**src/rtl/rv32_pkg.sv**
```systemverilog
// Shared types for the RV32 instruction prefetch unit.
// Holds the fetch FSM state encoding and the queue entry layout.
package rv32_pkg;

    typedef enum logic [1:0] {
        IDLE,
        REQ,
        DRAIN,
        ERR_HOLD
    } prefetch_state_t;

    typedef struct packed {
        logic [31:0] addr;
        logic [31:0] data;
        logic        err;
    } pf_entry_t;

    localparam logic [31:0] PF_STEP = 32'd4;

    function automatic logic [31:0] pf_align(input logic [31:0] a);
        return {a[31:2], 2'b00};
    endfunction

endpackage

```
**src/rtl/rv32_mod_instr_prefetch_if.sv**
```systemverilog
// Instruction bus between the prefetcher (master) and memory (slave).
// Single outstanding request, completed by a one-cycle ack or err.
interface rv32_mod_instr_prefetch_if;

    logic        if_instr_req;
    logic [31:0] instr_addr;
    logic        instr_ack;
    logic        instr_err;
    logic [31:0] instr_data_i;

    modport master (
        output if_instr_req,
        output instr_addr,
        input  instr_ack,
        input  instr_err,
        input  instr_data_i
    );

    modport slave (
        input  if_instr_req,
        input  instr_addr,
        output instr_ack,
        output instr_err,
        output instr_data_i
    );

endinterface

```
**src/rtl/rv32_mod_sync_fifo.sv**
```systemverilog
// Small synchronous FIFO holding fetched instruction entries.
// Flush wins over push/pop; push when full and pop when empty are dropped.
module rv32_mod_sync_fifo
    import rv32_pkg::*;
#(
    parameter int  DEPTH = 2,
    parameter type T     = pf_entry_t,
    localparam int CW    = $clog2(DEPTH + 1),
    localparam int PW    = (DEPTH > 1) ? $clog2(DEPTH) : 1
) (
    input  logic          clk,
    input  logic          reset,
    input  logic          push_i,
    input  T              push_data_i,
    input  logic          pop_i,
    input  logic          flush_i,
    output T              head_o,
    output logic [CW-1:0] count_o,
    output logic          full_o,
    output logic          empty_o
);

    T              mem_q [DEPTH];
    logic [PW-1:0] rd_q, rd_d;
    logic [PW-1:0] wr_q, wr_d;
    logic [CW-1:0] cnt_q, cnt_d;
    logic          do_push;
    logic          do_pop;

    function automatic logic [PW-1:0] nxt(input logic [PW-1:0] p);
        return (p == PW'(DEPTH - 1)) ? '0 : p + PW'(1);
    endfunction

    assign empty_o = (cnt_q == '0);
    assign full_o  = (cnt_q == CW'(DEPTH));
    assign count_o = cnt_q;
    assign head_o  = mem_q[rd_q];
    assign do_push = push_i && !full_o && !flush_i;
    assign do_pop  = pop_i && !empty_o && !flush_i;

    // Pointer and occupancy next-state.
    always_comb begin
        rd_d  = rd_q;
        wr_d  = wr_q;
        cnt_d = cnt_q;
        if (flush_i) begin
            rd_d  = '0;
            wr_d  = '0;
            cnt_d = '0;
        end else begin
            if (do_push) wr_d = nxt(wr_q);
            if (do_pop)  rd_d = nxt(rd_q);
            case ({do_push, do_pop})
                2'b10:   cnt_d = cnt_q + CW'(1);
                2'b01:   cnt_d = cnt_q - CW'(1);
                default: cnt_d = cnt_q;
            endcase
        end
    end

    // Pointer and occupancy registers.
    always_ff @(posedge clk or posedge reset) begin
        if (reset) begin
            rd_q  <= '0;
            wr_q  <= '0;
            cnt_q <= '0;
        end else begin
            rd_q  <= rd_d;
            wr_q  <= wr_d;
            cnt_q <= cnt_d;
        end
    end

    // Entry storage; contents are only observed while occupied.
    always_ff @(posedge clk) begin
        if (do_push) mem_q[wr_q] <= push_data_i;
    end

endmodule

```
**src/rtl/rv32_mod_instr_prefetch.sv**
```systemverilog
// RV32 instruction prefetcher: fetches ahead into a small queue.
// A bus request is only issued once a queue slot is reserved for it.
module rv32_mod_instr_prefetch
    import rv32_pkg::*;
#(
    parameter logic [31:0] RESET_PC = 32'h0000_0000,
    parameter int          DEPTH    = 2
) (
    input  logic        clk,
    input  logic        reset,
    input  logic        redirect,
    input  logic [31:0] redirect_addr,
    output logic        instr_valid,
    input  logic        instr_ready,
    output logic [31:0] instr_o,
    output logic [31:0] instr_pc,
    output logic        instr_err_o,
    rv32_mod_instr_prefetch_if.master bus
);

    localparam int CW = $clog2(DEPTH + 1);

    prefetch_state_t state_q, state_d;
    logic [31:0]     addr_q, addr_d;
    logic [31:0]     tgt_q, tgt_d;
    logic            push, pop, flush;
    logic            full, empty;
    logic [CW-1:0]   count;
    pf_entry_t       push_e, head;
    logic            busy, done;
    logic            room_idle, room_req;

    assign busy      = (state_q == REQ) || (state_q == DRAIN);
    assign done      = busy && (bus.instr_ack || bus.instr_err);
    assign pop       = instr_valid && instr_ready;
    assign room_idle = !full || pop;
    assign room_req  = ((count + CW'(1)) < CW'(DEPTH)) || pop;

    assign bus.if_instr_req = busy;
    assign bus.instr_addr   = addr_q;

    assign instr_valid = !empty;
    assign instr_o     = instr_valid ? head.data : '0;
    assign instr_pc    = instr_valid ? head.addr : '0;
    assign instr_err_o = instr_valid && head.err;

    // Fetch FSM: redirect first, then slot reservation and completion.
    always_comb begin
        state_d     = state_q;
        addr_d      = addr_q;
        tgt_d       = tgt_q;
        push        = 1'b0;
        flush       = 1'b0;
        push_e.addr = addr_q;
        push_e.data = bus.instr_data_i;
        push_e.err  = 1'b0;
        if (redirect) begin
            flush = 1'b1;
            if (busy && !done) begin
                state_d = DRAIN;
                tgt_d   = pf_align(redirect_addr);
            end else begin
                state_d = REQ;
                addr_d  = pf_align(redirect_addr);
            end
        end else begin
            unique case (state_q)
                IDLE: begin
                    if (room_idle) state_d = REQ;
                end
                REQ: begin
                    if (bus.instr_err) begin
                        push        = 1'b1;
                        push_e.data = '0;
                        push_e.err  = 1'b1;
                        state_d     = ERR_HOLD;
                    end else if (bus.instr_ack) begin
                        push   = 1'b1;
                        addr_d = addr_q + PF_STEP;
                        if (!room_req) state_d = IDLE;
                    end
                end
                DRAIN: begin
                    if (done) begin
                        state_d = REQ;
                        addr_d  = tgt_q;
                    end
                end
                ERR_HOLD: state_d = ERR_HOLD;
                default:  state_d = IDLE;
            endcase
        end
    end

    // FSM and fetch address registers.
    always_ff @(posedge clk or posedge reset) begin
        if (reset) begin
            state_q <= IDLE;
            addr_q  <= RESET_PC;
            tgt_q   <= RESET_PC;
        end else begin
            state_q <= state_d;
            addr_q  <= addr_d;
            tgt_q   <= tgt_d;
        end
    end

    rv32_mod_sync_fifo #(
        .DEPTH (DEPTH),
        .T     (pf_entry_t)
    ) u_fifo (
        .clk         (clk),
        .reset       (reset),
        .push_i      (push),
        .push_data_i (push_e),
        .pop_i       (pop),
        .flush_i     (flush),
        .head_o      (head),
        .count_o     (count),
        .full_o      (full),
        .empty_o     (empty)
    );

endmodule

```
**src/flat_wrapper.sv**
```systemverilog
// flat-port wrapper written by rule: the top's interface ports become plain ports
module rv32_mod_instr_prefetch_flat import rv32_pkg::*;
#(
    parameter logic [31:0] RESET_PC = 32'h0000_0000,
    parameter int          DEPTH    = 2
)
  (clk, reset, redirect, redirect_addr, instr_valid, instr_ready, instr_o, instr_pc, instr_err_o, bus_if_instr_req, bus_instr_addr, bus_instr_ack, bus_instr_err, bus_instr_data_i);
  rv32_mod_instr_prefetch_if bus_i ();
  input  logic clk;
  input  logic reset;
  input  logic redirect;
  input  logic [31:0] redirect_addr;
  output logic instr_valid;
  input  logic instr_ready;
  output logic [31:0] instr_o;
  output logic [31:0] instr_pc;
  output logic instr_err_o;
  output wire logic [$bits(bus_i.if_instr_req)-1:0] bus_if_instr_req;
  output wire logic [$bits(bus_i.instr_addr)-1:0] bus_instr_addr;
  input wire logic [$bits(bus_i.instr_ack)-1:0] bus_instr_ack;
  input wire logic [$bits(bus_i.instr_err)-1:0] bus_instr_err;
  input wire logic [$bits(bus_i.instr_data_i)-1:0] bus_instr_data_i;
  assign bus_if_instr_req = bus_i.if_instr_req;
  assign bus_instr_addr = bus_i.instr_addr;
  assign bus_i.instr_ack = bus_instr_ack;
  assign bus_i.instr_err = bus_instr_err;
  assign bus_i.instr_data_i = bus_instr_data_i;
  rv32_mod_instr_prefetch #(.RESET_PC(RESET_PC), .DEPTH(DEPTH)) u_core (.clk(clk), .reset(reset), .redirect(redirect), .redirect_addr(redirect_addr), .instr_valid(instr_valid), .instr_ready(instr_ready), .instr_o(instr_o), .instr_pc(instr_pc), .instr_err_o(instr_err_o), .bus(bus_i));
endmodule
```
**config.mk**
```make
export PLATFORM = sky130hd
export DESIGN_NAME = rv32_mod_instr_prefetch_flat
export DESIGN_NICKNAME = d
export VERILOG_FILES = /design/src/rtl/rv32_pkg.sv /design/src/rtl/rv32_mod_instr_prefetch_if.sv /design/src/rtl/rv32_mod_sync_fifo.sv /design/src/rtl/rv32_mod_instr_prefetch.sv /design/src/flat_wrapper.sv
export SDC_FILE = /design/constraint.sdc
export NUM_CORES = 1
export LEC_CHECK = 0
export BUFFER_PORTS_ARGS = -buffer_cell sky130_fd_sc_hd__buf_2
export CORE_MARGIN = 2
export CORE_UTILIZATION = 53
export DETAILED_ROUTE_END_ITERATION = 12
export GPL_ROUTABILITY_DRIVEN = 0
export PLACE_DENSITY = 0.75
export SKIP_CTS_REPAIR_TIMING = 1
export SLEW_MARGIN = 20
export SYNTH_ARGS = -nofsm -noshare
export SYNTH_HDL_FRONTEND = slang
export SYNTH_HIERARCHICAL = 1
export SYNTH_SLANG_ARGS = --single-unit
```
**constraint.sdc**
```tcl
create_clock -name clk -period 14.8 [get_ports clk]
set_input_delay 0.74 -clock clk [delete_from_list [all_inputs] [get_ports clk]]
set_output_delay 0.74 -clock clk [all_outputs]
set_load 0.02 [all_outputs]
```
# --- Yosys cells after proc, flatten, opt, wreduce, memory -nomap -nowiden ---
# Memories as Yosys holds them, arrays and structs flattened.
# Cells that the tools add are included.
totals:
  register_bits: 68
  ramBits: 130
  inputBits: 70
  output_inout_bits: 99
  elab_cells: 85
  n_memories: 1
mem_list:
  columns: ["memory", "words", "width", "read_ports", "rd_clocked_by_memory_dff", "write_ports", "line_no", "source"]
  rows:
  - ["u_core.u_fifo.mem_q", 2, 65, 1, 0, 1, "rv32_mod_sync_fifo.sv:23", "T mem_q [DEPTH];"]
classes:
  addsub: 5
  magnitude_cmp: 1
  n_eq_ne: 13
  n_mux: 34
  n_reduce_logical: 25
ops:
  columns: ["op", "n"]
  rows:
  - ["$mux 32", 7]
  - ["$mux 33", 3]
  - ["$pmux 32 s2", 1]
  - ["$add 32x3->32 const B", 1]
  - ["$mux 2", 8]
  - ["$mux 1", 13]
  - ["$eq 2x2->1 const B", 4]
  - ["$logic_and 1x1->1", 8]
  - ["$ne 4x4->1 const B", 2]
  - ["$pmux 2 s4", 1]
  - ["$ne 3x2->1 const B", 2]
  - ["$ne 3x3->1 const B", 2]
  - ["$reduce_bool 3->1", 2]
  - ["$reduce_and 5->1", 1]
  - ["$eq 2x1->1 const B", 2]
  - ["$logic_not 1->1", 4]
  - ["$logic_not 2->1", 2]
  - ["$logic_or 1x1->1", 4]
  - ["$pmux 2 s2", 1]
  - ["$reduce_and 4->1", 1]
  - ["$reduce_bool 2->1", 2]
  - ["$add 1x1->1 const B", 2]
  - ["$add 2x1->2 const B", 1]
  - ["$lt 2x2->1 const B", 1]
  - ["other kinds (3)", 3]

# --- Depth between registers and ports, before layout ---
# Gate-level depths: netlist (run 1).
depth:
  word_depth: 9
  ltp_mapped: 9
  depth_no_buf: 8

# --- Cells and area by module ---
# The synthesis (run 1) kept the hierarchy.
modules_own_cells:
  columns: ["module", "n_inst", "cells_per_inst", "area_per_inst_um2"]
  rows:
  - ["rv32_mod_sync_fifo", 1, 229, 4917.2]
  - ["rv32_mod_instr_prefetch", 1, 540, 4578.1]

# --- Least setup slack after synthesis (run 1) ---
# No wires, ideal clock.
synth_path:
  path_kind: "input-to-reg"
  start: "input port redirect"
  end: "memory u_core/u_fifo/mem_q[1][0] in the netlist's numbering (enable)"
  setup_ps: 583
  arrival_time_ps: 6002
  setup_slack_ps: 8216
  cell_stages: 4
  n_path_buf: 0
  path_cell_list: "nand2b_1 nor2_1 nand2_1 nor3b_1"
synth_via:
  elab_chain_len: 5
  elab_cells_between_ends: 7
  cone_classes: "mux: 4; reduce/logical: 3"
synth_lines:
  columns: ["element", "line_no", "source"]
  rows:
  - ["start: declaration", "flat_wrapper.sv:11", "input logic redirect;"]
  - ["$mux 1", "rv32_mod_instr_prefetch.sv:57", "if (redirect) begin"]
  - ["named net u_core.push", "rv32_mod_instr_prefetch.sv:26", "logic push, pop, flush;"]
  - ["$logic_and 1x1->1 (2 in a row)", "rv32_mod_sync_fifo.sv:38", "assign do_push = push_i && !full_o && !flush_i;"]
  - ["$mux 1", "rv32_mod_sync_fifo.sv:76", "if (do_push) mem_q[wr_q] <= push_data_i;"]
  - ["$mux 1 (not written as such)", "rv32_mod_sync_fifo.sv:76", null]
  - ["end: declaration", "rv32_mod_sync_fifo.sv:23", null]
# The timed path passes the listed nets, and every way through them passes these cells.

==> results.md, run 1 <==
- Final hold vios: 0
- RSZ-0062 raised after global routing: no
- Layout cells sized above 1: between 30% and 40%
- R2R Path Start: u_core/state_q[0]
- Die H: 138 um
- Vias: approximately 6,500
- First-pass detailed-route iteration total: 6
- Asr flop ratio synth: 33.7%
- Largest fanout on the critical path: 40
- P per Cell Area: approximately 180 nW/um2
- CP peak stage delay: just under 0.8 ns
- Vias per cell: 5.69
- Slew Limit Headroom: 29.2%
- Clk sinks: ~200
- Path length in cells of the critical path: 4
- First-pass GRT wire length: 32,500 um
- Tightest Pin Transition: 1.06 ns
- Die X-Extent: 138 um
- Overall Power: 1.91 mW
- Hpwl dp: between 10,000 and 15,000 um
- Root Driver: clkbuf_16
- Worst hold path class: input port to async pin
- Antenna violations before repair: 1
- Post-Syn Instances: 769
- Number of synthesized register bits: 196
- Clock Tree Buf Depth: 2
- Critical path's top delay family: buffers and inverters
- Starting Density: between 50% and 60%
- Final worst slack: 11.47 ns
- CP Cell Sequence: buf_4, mux2_2, nor2b_1, buf_2
- I/O Buffers: approximately 160
- CORE AREA: 17,400 um2
- Crit path time final: 3.33 ns
- Startpoint Class: flip-flop
- Clock Pin Slew Worst Setup and Hold Paths: 0.07 ns
- Die area: 19,000 um2
- Reg-to-reg endpoint: u_core/bus.instr_addr[28]
- DRC Markers: 0
- Cell Area, Synth: 9500 um2
- Post-route ant nets: 0
- All-Layer GR Usage: 22.6%
- H-Tree Depth: 4
- CP max stage cell: dfrtp_2
- Number of synthesized flops with an enable pin: between 100 and 150
- Worst Path Required: 14.06 ns
- Syn_area_per_cell: 12.3 um2
- Iter 0 DRT Violations: 507
- Row cnt: 48
- Leak pwr: ~4.3 nW
- Sequential cell area fraction in the yosys report: 58.5%
- Synth unique cells: 62
- CTS tree: built
- Fin nets: 972
- Warnings from Yosys: 6
- Critical path buffers and inverters: 2
- Crit path DAT: 2.59 ns
- Status: complete, no violations
- Slew Limit Fails: 0
- Setup TNS: 0 ns
- Skew-Pair Late Insertion Delay: around 0.43 ns
- I/O pins: 169
- Vias in the first global route: approximately 6,300
- Grt ovf: 0
- Worst hold margin: 0.215 ns
- Fmax: 0.301 GHz
- Area growth, synth to finish: 14.7%
- Clock Skew: approximately 0.0093 ns
- Peak VDD IR: 0.0934 mV
- Final Setup Violations: 0
- CP endpoint kind: output pin
- Largest net degree at the start of global routing: 66
- Path depth of the worst reg2reg path: 7
- Worst R2R Setup Slack: 11.96 ns
- Top FF cell, synth: edfxtp_1
- Drt total wl: 21,100 um
- Period utilisation layout: around 22%
- Max Cap Viol: 0
- TritonCTS Buffers: 17
- Pre-CTS WS: 11.32 ns
- Critical path type: flip-flop to output pin
- WL/cell: roughly 19 um
per-stage QoR:
stage                     instance area, um2  std cells  util, %
after global placement                 10300       1103     59.2
final                                  10900       1137     62.5
after detailed placement               10300       1103     59.2
after CTS                              10900       1135     62.5
after floorplan                         9510        774        -
after global routing                   10900       1136     62.5
Yosys cell counts (all sizes together), types with 4 or more instances:
master,n,area (um2)
a21oi,35,175
a22o,4,35.0
and2,34,213
and3,10,62.6
buf,45,314
clkbuf,25,93.8
dfrtp,66,1650
edfxtp,130,3900
ha,5,62.6
inv,18,67.6
mux2,96,1080
mux2i,5,50.1
nand2,33,124
nand2b,6,40.0
nand3,16,90.1
nand4,12,75.1
nor2,37,139
nor2b,68,425
nor3,11,55.1
nor3b,4,30.0
nor4,9,75.1
o21ai,32,160
o31ai,5,42.5
xor2,12,105
worst max-delay path by stage:
stage	start	end
floorplan	redirect	u_core/u_fifo/mem_q[1][0]
global placement	redirect	u_core/bus.instr_addr[28]
detailed placement	redirect	u_core/bus.instr_addr[28]
CTS	u_core/u_fifo/rd_q	instr_o[29]
global route	u_core/u_fifo/rd_q	instr_o[29]
finish	u_core/u_fifo/rd_q	instr_o[27]
metal layers:
metal	vias to the layer above	GRT usage, %	part of all wire [%]
li1	3009	-	-
met1	3189	30.4	43
met2	249	36.9	48
met3	24	4.24	7.2
met4	0	7.94	1.6
met5	-	0	0
kinds of logic after synthesis:
logic type | share of synthesized area (%)
flip-flops | 58.5
adder cells (fa/ha/maj) | 0.659
other | 0.0395
multiplexers | 11.9
AND/OR/NAND/NOR | 14.8
XOR/XNOR | 1.38
AO/OA/AOI/OAI | 7.70
buffers and inverters | 5.01
power by group:
| part | internal [mW] | total (mW) | switching, mW |
|---|---|---|---|
| clock | 0.238 | 0.449 | 0.211 |
| combinational | 0.234 | 0.597 | 0.362 |
| sequential | 0.733 | 0.861 | 0.128 |
| total | 1.21 | 1.91 | 0.702 |
cell type report:
class                           instances  area [um2]
Fill cell                            1423        6530
Sequential cell                       196        5560
Multi-Input combinational cell        490        3510
Timing Repair Buffer                  174         896
Clock buffer                           18         429
Tap cell                              225         282
Clock inverter                         14         141
Inverter                               18        67.6
Antenna cell                            2        5.00
placed cells by master, fill, tap and decap left out, types with 6 or more instances in the layout:
cell type  count
a21oi_1       35
and2_1        34
and3_1        10
buf_2        164
buf_4         10
clkbuf_16     17
conb_1         6
dfrtp_1       65
edfxtp_1     130
inv_1         16
mux2_2        96
nand2_1       33
nand3_1       14
nand4_1       12
nor2_1        35
nor2b_1       68
nor3_1        10
nor4_1         6
o21ai_0       32
xor2_1        12
flip-flops by register name (all words and copies together) (netlist names):
signal                 flops
u_core/u_fifo/mem_q      130
u_core/bus.instr_addr     30
u_core/tgt_q              30
u_core/state_q             2
u_core/u_fifo/count_o      2
u_core/u_fifo/rd_q         1
u_core/u_fifo/wr_q         1
Note: power is estimated with default switching activity, not from simulation.
==> run 2, diff against run 1 <==
Clock period 14.8 ns to 3.3 ns, I/O delays scaled along.
==> run 2 against run 1 <==
  * The flow now finishes with violations (hold timing)
  * Worst hold slack worse by 0.24 ns
  * Total power grew to 4.5 times the previous value
  * Clock skew is 0.0038 ns higher
  * Clock-buffer cell count unchanged
  * Final cell count rose by 2.8%
  * Sequential power grew to 4.5 times the previous value
  * Critical path depth grew 3
  * Critical path type is now flip-flop to flip-flop
==> results.md, run 2 (synthesis results as in run 1) <==
- Final hold vios: 2
- Slew Limit Fails: 0
- CP peak stage delay: ~0.65 ns
- Slew Limit Headroom: between 40% and 50%
- Starting Density: 54.5%
- Tightest Pin Transition: 0.840 ns
- GR Util met3: 5.15%
- Largest register by flop count: u_core/u_fifo/mem_q
- Fmax: 0.385 GHz
- Row cnt: 48
- RSZ-0062 raised after global routing: no
- Iter 0 DRT Violations: between 400 and 500
- Vias: 6,534
- Period utilisation layout: 78.8%
- I/O pins: 169
- Max reg flops: between 100 and 150
- Worst Path Required: roughly 3.6 ns
- CP Cell Sequence: inv_1, ha_1, mux2_2, o221ai_2, buf_4, o21ai_0, a211o_1
- Status: complete, but fails checks
- Die H: 138 um
- I/O Buffers: 164
- Startpoint Class: flip-flop
- Grt ovf: 0
- Final Setup Violations: 0
- Layout cells sized above 1: 35.3%
- Most common cell after layout, fill and taps aside: buf_2
- Die X-Extent: roughly 140 um
- DRC Markers: 0
- Antenna violations before repair: 2
- Clk sinks: 196
- Peak VDD IR: 0.459 mV
- Met2 Resource Use GR: 37.2%
- Root Driver: clkbuf_16
- H-Tree Depth: 4
- Drt total wl: 21,200 um
- Crit path DAT: 2.91 ns
- All-Layer GR Usage: 22.4%
- Worst hold path class: input port to flip-flop
- Failing checks: hold timing
- Area growth, synth to finish: 18.5%
- Hpwl dp: 13,900 um
- CORE AREA: 17,400 um2
- Final worst slack: 0.701 ns
- Worst hold margin: -0.0282 ns
- Leak pwr: around 4.5 nW
- Vias per cell: 5.59
- CP max stage cell: o221ai_2
- Clock Skew: 0.0131 ns
- Most frequent cells in the layout: buf_2 (164), edfxtp_1 (130), mux2_2 (96)
- Critical path type: flip-flop to flip-flop
- TritonCTS Buffers: 17
- First-pass detailed-route iteration total: 5
- CP endpoint kind: flip-flop
- P per Cell Area: roughly 770 nW/um2
- Fillers: 1,367
- Vias in the first global route: 6,282
- Overall Power: 8.63 mW
- First-pass GRT wire length: between 30,000 and 40,000 um
- Largest net degree at the start of global routing: 67
- Die area: about 19,000 um2
- CTS tree: built
- Placed Instances: 1,113
- Clock Tree Buf Depth: 2
- Crit path time final: 2.60 ns
- Post-route ant nets: 0
- Fin nets: 1,003
- Pre-CTS WS: between 0.7 and 0.8 ns
- Layout Cells excl Fill: approximately 1,200
- Setup TNS: 0 ns
- Clock Pin Slew Worst Setup and Hold Paths: approximately 0.07 ns
- Skew-Pair Late Insertion Delay: 0.43 ns
- WL/cell: 18.1 um
- GR peak layer: met2
- Largest fanout on the critical path: 16
- Max Cap Viol: 0
- Met1 usage: 29.2%
==> run 2: cell types whose count changed in the layout (fill, tap and decap cells not counted), sizes merged <==
| cell | previous run | this run |
|---|---|---|
| buf | 174 | 184 |
| clkinv | 3 | 4 |
| clkinvlp | 2 | 1 |
| diode | 2 | 3 |
| dlygate4sd3 | 0 | 21 |
==> run 2: worst max-delay path: cells and delay by family (launching register included) <==
family	cells	cell delay [ns]
compound gates	3	1.01
fa+ha+maj	1	0.36
buf+inv	2	0.40
flops	1	0.40
mux	1	0.31
==> run 2: power breakdown <==
part / internal, mW / switching [mW] / leakage, nW
clock network: 1.08 / 0.964 / 0.287
registers: 3.29 / 0.574 / 1.97
logic: 1.10 / 1.63 / 2.20
total: 5.47 / 3.17 / 4.45
==> run 2: layout make-up <==
type,count,area (um2),area share [%]
flip-flops and latches,196,5560,49.4
multi-input cells,490,3520,31.3
repair buffers,205,1230,10.9
clock buffers,18,429,3.81
well taps,225,282,2.50
clock inverters,14,160,1.42
inverters,18,67.6,0.600
diodes,3,7.51,0.0667
==> run 2: path summary, 6_finish.rpt <==
kind	from	to	slack [ns]	cells past startpoint
worst max-delay path	u_core/state_q[0]	u_core/bus.instr_addr[28]	0.70	7
worst min-delay path	redirect_addr[11]	u_core/tgt_q[11]	-0.03	3
worst max register to register	u_core/state_q[0]	u_core/bus.instr_addr[28]	0.70	7
worst min register to register	u_core/tgt_q[25]	u_core/tgt_q[25]	0.50	1
max in group asynchronous	reset	u_core/bus.instr_addr[31]	2.21	4
min in group asynchronous	reset	u_core/u_fifo/count_o[0]	0.18	3
==> run 2: per-stage QoR <==
stage / area, um2 / util, %
4_1_cts: 11000 / 63.4
3_5_place_dp: 10400 / 60.0
5_1_grt: 11300 / 64.6
2_1_floorplan: 9540 / -
6_report: 11300 / 64.6
3_3_place_gp: 10400 / 60.0
==> run 2: metal layers <==
metal	part of all wire, %	vias up	wire [um]
met5	0	-	0
met4	1.6	0	349
met3	6.7	25	1410
li1	-	3076	-
met1	43	3193	9140
met2	48	240	10300
